### config.mk
export PLATFORM = sky130hd
export DESIGN_NAME = seq_add_ctrl
export DESIGN_NICKNAME = d
export VERILOG_FILES = /design/src/rtl/seq_add_pkg.sv /design/src/rtl/add2_slice.sv /design/src/rtl/seq_add_ctrl.sv
export SDC_FILE = /design/constraint.sdc
export NUM_CORES = 1
export LEC_CHECK = 0
export ABC_AREA = 1
export ABC_CLOCK_PERIOD_IN_PS = 2600
export CAP_MARGIN = 30
export CORE_ASPECT_RATIO = 0.6
export CORE_MARGIN = 2
export CORE_UTILIZATION = 43
export DETAILED_ROUTE_END_ITERATION = 8
export HOLD_SLACK_MARGIN = 0.1
export PLACE_DENSITY_LB_ADDON = 0.15
export SYNTH_ARGS = -nofsm -noshare
export SYNTH_HDL_FRONTEND = slang
export SYNTH_SLANG_ARGS = --single-unit
### constraint.sdc
create_clock -name clk -period 2.6 [get_ports clk]
set_input_delay 0.78 -clock clk [delete_from_list [all_inputs] [get_ports clk]]
set_output_delay 0.78 -clock clk [all_outputs]
set_load 0.02 [all_outputs]
### src/rtl/seq_add_pkg.sv
// rtl/seq_add_pkg.sv - shared FSM encoding and slice width for the sequential adder
package seq_add_pkg;

  localparam int SLICE_W = 2;

  localparam logic [1:0] ST_IDLE = 2'd0;
  localparam logic [1:0] ST_RUN  = 2'd1;
  localparam logic [1:0] ST_DONE = 2'd2;

endpackage

### src/rtl/add2_slice.sv
// rtl/add2_slice.sv - combinational 2-bit adder slice with carry-in and carry-out
module add2_slice
  import seq_add_pkg::*;
(
  input  logic [SLICE_W-1:0] a,
  input  logic [SLICE_W-1:0] b,
  input  logic               cin,
  output logic [SLICE_W-1:0] s,
  output logic               cout
);

  logic [SLICE_W:0] total;

  assign total = {1'b0, a} + {1'b0, b} + {{SLICE_W{1'b0}}, cin};
  assign s     = total[SLICE_W-1:0];
  assign cout  = total[SLICE_W];

endmodule

### src/rtl/seq_add_ctrl.sv
// rtl/seq_add_ctrl.sv - WIDTH-bit adder built from one time-shared 2-bit slice, LSB first
// Optional subtract mode and sub port enabled by defining SEQ_ADD_SUB_EN.
module seq_add_ctrl
  import seq_add_pkg::*;
#(
  parameter int WIDTH = 8
) (
  input  logic             clk,
  input  logic             rst_n,
  input  logic             start,
  input  logic [WIDTH-1:0] a,
  input  logic [WIDTH-1:0] b,
`ifdef SEQ_ADD_SUB_EN
  input  logic             sub,
`endif
  output logic             busy,
  output logic             done,
  output logic [WIDTH-1:0] sum,
  output logic             cout,
  output logic             ovf
);

  localparam int STEPS = WIDTH / SLICE_W;
  localparam int IDXW  = (STEPS > 1) ? $clog2(STEPS) : 1;
  localparam int BW    = IDXW + 1;

  logic [1:0]         state;
  logic [IDXW-1:0]    idx;
  logic               carry;
  logic [WIDTH-1:0]   a_q;
  logic [WIDTH-1:0]   b_q;
  logic [WIDTH-1:0]   b_eff;
  logic               carry_init;
  logic [BW-1:0]      base;
  logic               last;
  logic [SLICE_W-1:0] sl_a;
  logic [SLICE_W-1:0] sl_b;
  logic [SLICE_W-1:0] sl_s;
  logic               sl_c;

  // Subtraction is A + ~B + 1, so the inversion and the +1 are folded in at accept time.
`ifdef SEQ_ADD_SUB_EN
  assign b_eff      = sub ? ~b : b;
  assign carry_init = sub;
`else
  assign b_eff      = b;
  assign carry_init = 1'b0;
`endif

  assign base = {idx, 1'b0};
  assign last = (idx == IDXW'(STEPS - 1));
  assign sl_a = a_q[base +: SLICE_W];
  assign sl_b = b_q[base +: SLICE_W];

  add2_slice u_slice (
    .a    (sl_a),
    .b    (sl_b),
    .cin  (carry),
    .s    (sl_s),
    .cout (sl_c)
  );

  assign busy = (state == ST_RUN);
  assign done = (state == ST_DONE);

  always_ff @(posedge clk or negedge rst_n) begin
    if (!rst_n) begin
      state <= ST_IDLE;
      idx   <= '0;
      carry <= 1'b0;
      a_q   <= '0;
      b_q   <= '0;
      sum   <= '0;
      cout  <= 1'b0;
      ovf   <= 1'b0;
    end else begin
      case (state)
        ST_IDLE: begin
          if (start) begin
            a_q   <= a;
            b_q   <= b_eff;
            sum   <= '0;
            cout  <= 1'b0;
            ovf   <= 1'b0;
            idx   <= '0;
            carry <= carry_init;
            state <= ST_RUN;
          end
        end
        ST_RUN: begin
          sum[base +: SLICE_W] <= sl_s;
          carry                <= sl_c;
          idx                  <= idx + IDXW'(1);
          if (last) begin
            // Overflow: operands agree in sign but the result's sign differs.
            cout  <= sl_c;
            ovf   <= (a_q[WIDTH-1] == b_q[WIDTH-1]) && (sl_s[SLICE_W-1] != a_q[WIDTH-1]);
            idx   <= '0;
            state <= ST_DONE;
          end
        end
        ST_DONE: state <= ST_IDLE;
        default: state <= ST_IDLE;
      endcase
    end
  end

endmodule

### Word level (Yosys, flattened, before mapping)

Index checks and enable logic that the tools add are counted.

| operators by class | value |
|---|---|
| equal/unequal tests | 7 |
| reduce and logical (&&, ||, !) cells | 7 |
| shift operators | 4 |
| add/sub/neg operators | 4 |
| multiplexer cells | 15 |

Operator list:

| kind | count |
|---|---|
| case mux 8 bit (2 select lines) | 1 |
| indexed part select 8 x 4 -> 2 bit | 2 |
| bitwise mux 8 bit | 1 |
| 2-to-1 mux 2 bit | 4 |
| 2-to-1 mux 8 bit | 1 |
| case mux 2 bit (2 select lines) | 2 |
| variable shift 2 x 5 -> 8 bit (first input constant) | 1 |
| indexed part select 2 x 5 -> 8 bit | 1 |
| case mux 1 bit (2 select lines) | 3 |
| AND reduction 2 bit | 3 |
| negation 3 -> 5 bit | 1 |
| equality test 2 bit (second input constant) | 2 |
| adder 2 x 2 -> 3 bit | 1 |
| adder 3 x 1 -> 3 bit | 1 |
| 2-to-1 mux 1 bit | 3 |
| AND reduction 3 bit | 1 |
| adder 2 x 1 -> 2 bit (second input constant) | 1 |
| equality test 2 x 1 -> 1 bit (second input constant) | 1 |
| logical NOT 2 bit | 1 |
| inequality test 2 x 1 -> 1 bit (second input constant) | 1 |
| inequality test 2 bit (second input constant) | 1 |
| nonzero test 2 bit | 1 |
| equality test 1 bit | 1 |
| logical AND 1 bit | 1 |
| inequality test 1 bit | 1 |

| storage, ports and cells | value |
|---|---|
| logic and storage cells | 45 |
| register bits | 31 |
| output and inout bits | 12 |
| input port bits | 19 |

### Logic depth before layout (Yosys ltp)

| logic depth | value |
|---|---|
| depth in word-level cells | 7 |
| depth in mapped cells | 13 |
| gate-level depth less buffers | 12 |

### Modules after synthesis

A second synthesis with hierarchy kept.

| unflattened totals | value |
|---|---|
| cell total of the unflattened synthesis | 206 |
| area total of the unflattened synthesis | 1,712.9 sq um |

Modules (own cells, without submodules):

| module | area an instance (sq um) | cells each | instances |
|---|---|---|---|
| seq_add_ctrl | 1,642.8 | 196 | 1 |
| add2_slice | 70.1 | 10 | 1 |

### Worst setup path before layout

OpenSTA, ideal clock, no wires.

| timing | value |
|---|---|
| path type | reg-to-reg |
| start | reg idx[0] |
| end | reg ovf |
| cell stages (with the launch flop) | 14 |
| clock period less this slack | 2,139 ps |
| path buffers | 1 |
| data arrival time | 2,022 ps |
| path slack | 461 ps |
| cells stage by stage | dfrtp_1 inv_1 buf_2 o21ai_0 o22ai_1 fa_1 inv_1 fa_1 nand2_1 nand2_1 nand2_1 nor2_1 nand2_1 nand2_1 |

| on the way | value |
|---|---|
| longest elaborated chain between the ends | 7 |

RTL lines:

| what | RTL line | text |
|---|---|---|
| start: declaration | seq_add_ctrl.sv:28 | `logic [IDXW-1:0] idx;` |
| start signal: assignment | seq_add_ctrl.sv:93 | `idx <= idx + IDXW'(1);` |
| indexed part select 8 x 4 -> 2 bit, on equally long branches | seq_add_ctrl.sv:52, seq_add_ctrl.sv:53 |  |
| adder 2 x 2 -> 3 bit | add2_slice.sv:14 | `assign total = {1'b0, a} + {1'b0, b} + {{SLICE_W{1'b0}}, cin};` |
| adder 3 x 1 -> 3 bit | add2_slice.sv:14 |  |
| inequality test 1 bit | seq_add_ctrl.sv:97 | `ovf <= (a_q[WIDTH-1] == b_q[WIDTH-1]) && (sl_s[SLICE_W-1] != a_q[WIDTH-1]);` |
| logical AND 1 bit | seq_add_ctrl.sv:97 |  |
| 2-to-1 mux 1 bit | seq_add_ctrl.sv:94 | `if (last) begin` |
| case mux 1 bit (2 select lines) | seq_add_ctrl.sv:77 | `case (state)` |
| end signal: assignment | seq_add_ctrl.sv:97 |  |
| end: declaration | seq_add_ctrl.sv:20 | `output logic ovf` |

Several ways; a longest one is shown, not always the timed one. The select of a mux whose other input is x is not followed.
A chain may end at the register's enable or synchronous reset.

### Final worst setup path

| timing | value |
|---|---|
| start | reg state[1] |
| end | out busy |

| on the way | value |
|---|---|
| longest elaborated chain between the ends | 1 |

RTL lines:

| what | RTL line | text |
|---|---|---|
| start: declaration | seq_add_ctrl.sv:27 | `logic [1:0] state;` |
| start signal: assignment | seq_add_ctrl.sv:68 | `state <= ST_IDLE;` |
| start signal: assignment | seq_add_ctrl.sv:87 | `state <= ST_RUN;` |
| start signal: assignment | seq_add_ctrl.sv:99 | `state <= ST_DONE;` |
| equality test 2 x 1 -> 1 bit | seq_add_ctrl.sv:63 | `assign busy = (state == ST_RUN);` |
| end: declaration | seq_add_ctrl.sv:16 | `output logic busy,` |

No other way between the ends.

==> out/qor.yml <==
global_routing:
  antenna_found_initial: 0
  grt_max_degree: 32
  grt_pass1_wl_um: 5710
  grt_pass1_vias: 1221
  grt_overflow_total: 0
  grt_usage_pct: 19.1
cts:
  clock_path_buffers: 2
  cts_setup_buffers: 0
  htree_levels: 2
  root_buffer: "clkbuf_8"
  cts_made_buffers: 5
  cts_sinks: 31
  clk_pin_slew_ns: 0.06
  insertion_delay_ns: 0.28
  cts_tree: "done"
  hold_buffers: 0
  post_cts_resized: 0
logic_synthesis:
  synth_top_cell_area_share_pct: 50.9
  yosysMostFrequentCell: "nand2_1"
  ys_types: 18
  ys_async_sr_fraction_pct: 100
  synth_seq_cells: 31
  yosys.area.top_type: "dfrtp_1"
  syn_area_um2: 1520
  ys.flop_type: "dfrtp_1"
  synth_edf_count: 0
  yosysSeqAreaShare_pct: 50.9
  ys_top_cells_by_count: "nand2_1, dfrtp_1, nand3_1"
  yosysWarnings: 0
  synth_nets: 212
  netlist_instances: 187
  avgSynthCellArea_um2: 8.14
  synthTopCellsByArea: "dfrtp_1, nand2_1, nand3_1"
cells_and_area:
  nNetsFinal: 245
  diodes: 0
  fillCellCount: 313
  syn_to_final_growth_pct: 27.0
  drive_above_1_share_pct: 7.73
worst_setup_path:
  start_kind: "flip-flop"
  cp-endpoint: "busy"
  r2r_start: "idx[1]"
  r2r_cells: 9
  regToRegSetupSlack_ns: 0.31
  critPathArrivalTime_ns: 1.63
  crit_type: "flip-flop to output pin"
  slowest_stage: "clkdlybuf4s50_1"
  endpoint_kind: "output pin"
  cpPeakStageDelay_ns: 0.66
  cp.required_ns: 1.82
  critPathMaxFanout: 11
  crit_chain: "nor2_4 > clkdlybuf4s50_1"
  r2r-end: "sum[3]"
  cp-startpoint: "state[1]"
sta:
  maxSlewHeadroom_pct: 73.8
  skew_ns: 0.00680
  worst_slew_pin_slew_ns: 0.394
  finalSetupViolations: 0
  setup_tns_ns: 0
  rsz0062_at_grt: "false"
  setup_ws_ns: 0.189
  period_share_pct: 92.7
  fmax_mhz: 415
  slew_violations: 0
  fin_crit_ns: 2.41
  hold_viol: 0
routing:
  vias: 1297
  drtAntennaViolNets: 0
  drtPass1Iterations: 4
  wl_um: 3320
  viasPerCell: 4.89
  drc_errors: 0
  avgRoutedWirePerCell_um: 12.5
  drtIter0Drc: 86
job:
  drv_cap: 0
floorplan:
  num_rows: 16
  start_util_pct: 45.8
  coreArea_um2: 3320
  pin_count: 31
  die_h_um: 50.1
  dieArea_um2: 4050
  die_x_um: 80.8
power_and_ir_drop:
  p_total_mw: 2.50
  powerDensity_nw_per_um2: 1290
  leakagePower_nw: 0.966
  vdd_drop_max_mv: 0.658
min_path:
  hold_depth: 2
  hp-class: "flip-flop to flip-flop"
placement:
  dp_hpwl_um: 2470
  io_buffers: 30
  dp_slack_ns: 0.338
  gp_congestion: 0.842
outcome:
  status: "completed"
[critical path: cells and delay by family (launching register included)]
family	cells	cell delay (ns)
buffers and inverters	1	0.66
DFF	1	0.42
and+or+nand+nor	1	0.28
[cell families (layout without fill, tap and decap cells)]
group / Yosys count / after routing / share of synthesized area [%]
fa+ha+maj: 6 / 6 / 5.92
flops: 31 / 31 / 50.9
compound gates: 15 / 15 / 5.09
simple gates: 118 / 118 / 31.9
buf+inv: 17 / 50 / 6.16
[routing by layer]
layer | share of wire, % | GRT usage [%]
met5 | 0 | 0
met3 | 8.3 | 6.23
met2 | 42 | 26.2
met4 | 0.96 | 5.93
met1 | 49 | 28.2
[how the worst min path moves through the flow]
stage,startpoint,slack [ns],end
after floorplan,a_q[4],0.44,a_q[4]
after global placement,a_q[2],0.47,a_q[2]
after detailed placement,a_q[2],0.47,a_q[2]
after CTS,a_q[2],0.49,a_q[2]
after global routing,a_q[4],0.51,a_q[4]
final,a_q[2],0.48,a_q[2]
[placed cells by master, fill, tap and decap left out]
| cell type | netlist | final |
|---|---|---|
| buf_4 | 1 | 3 |
| clkbuf_8 | 0 | 6 |
| clkdlybuf4s50_1 | 0 | 30 |
| clkinv_2 | 0 | 1 |
| dfrtp_1 | 31 | 31 |
| fa_1 | 2 | 2 |
| ha_1 | 4 | 4 |
| inv_1 | 7 | 7 |
| inv_2 | 3 | 3 |
| nand2_1 | 81 | 81 |
| nand2_2 | 1 | 1 |
| nand3_1 | 19 | 19 |
| nand3_2 | 1 | 1 |
| nor2_1 | 14 | 14 |
| nor2_2 | 1 | 1 |
| nor2_4 | 1 | 1 |
| o21ai_0 | 6 | 6 |
| o21ai_1 | 7 | 7 |
| o22ai_1 | 2 | 2 |
[final cells by class]
| cell class | count | area [µm²] | share of cell area, % |
|---|---|---|---|
| clock buffer | 6 | 82.6 | 4.27 |
| inverter | 10 | 37.5 | 1.94 |
| sequential | 31 | 776 | 40.1 |
| timing repair buffer | 33 | 323 | 16.7 |
| clock inverter | 1 | 5.00 | 0.259 |
| tap | 45 | 56.3 | 2.91 |
| multi-input combinational | 139 | 653 | 33.8 |
[sequential cells by signal (all words and copies together), names as in the netlist]
name,count
a_q,8
b_q,8
carry,1
cout,1
idx,2
ovf,1
state,2
sum,8
[power breakdown]
group          switching (mW)  leakage, nW  internal, mW
sequential              0.148        0.398         0.689
clock                   0.168       0.0470         0.207
combinational           0.788        0.521         0.496
total                    1.10        0.966          1.39
[through the flow]
stage	hold WS, ns	cells	instance area [µm²]	utilization, %
global route	0.512	265	1930	58.2
floorplan	0.444	187	1520	-
CTS	0.486	265	1930	58.2
detailed placement	0.472	258	1850	55.5
global placement	0.472	258	1850	55.5
finish	0.483	265	1930	58.2
Note: power is estimated with default switching activity, not from simulation.
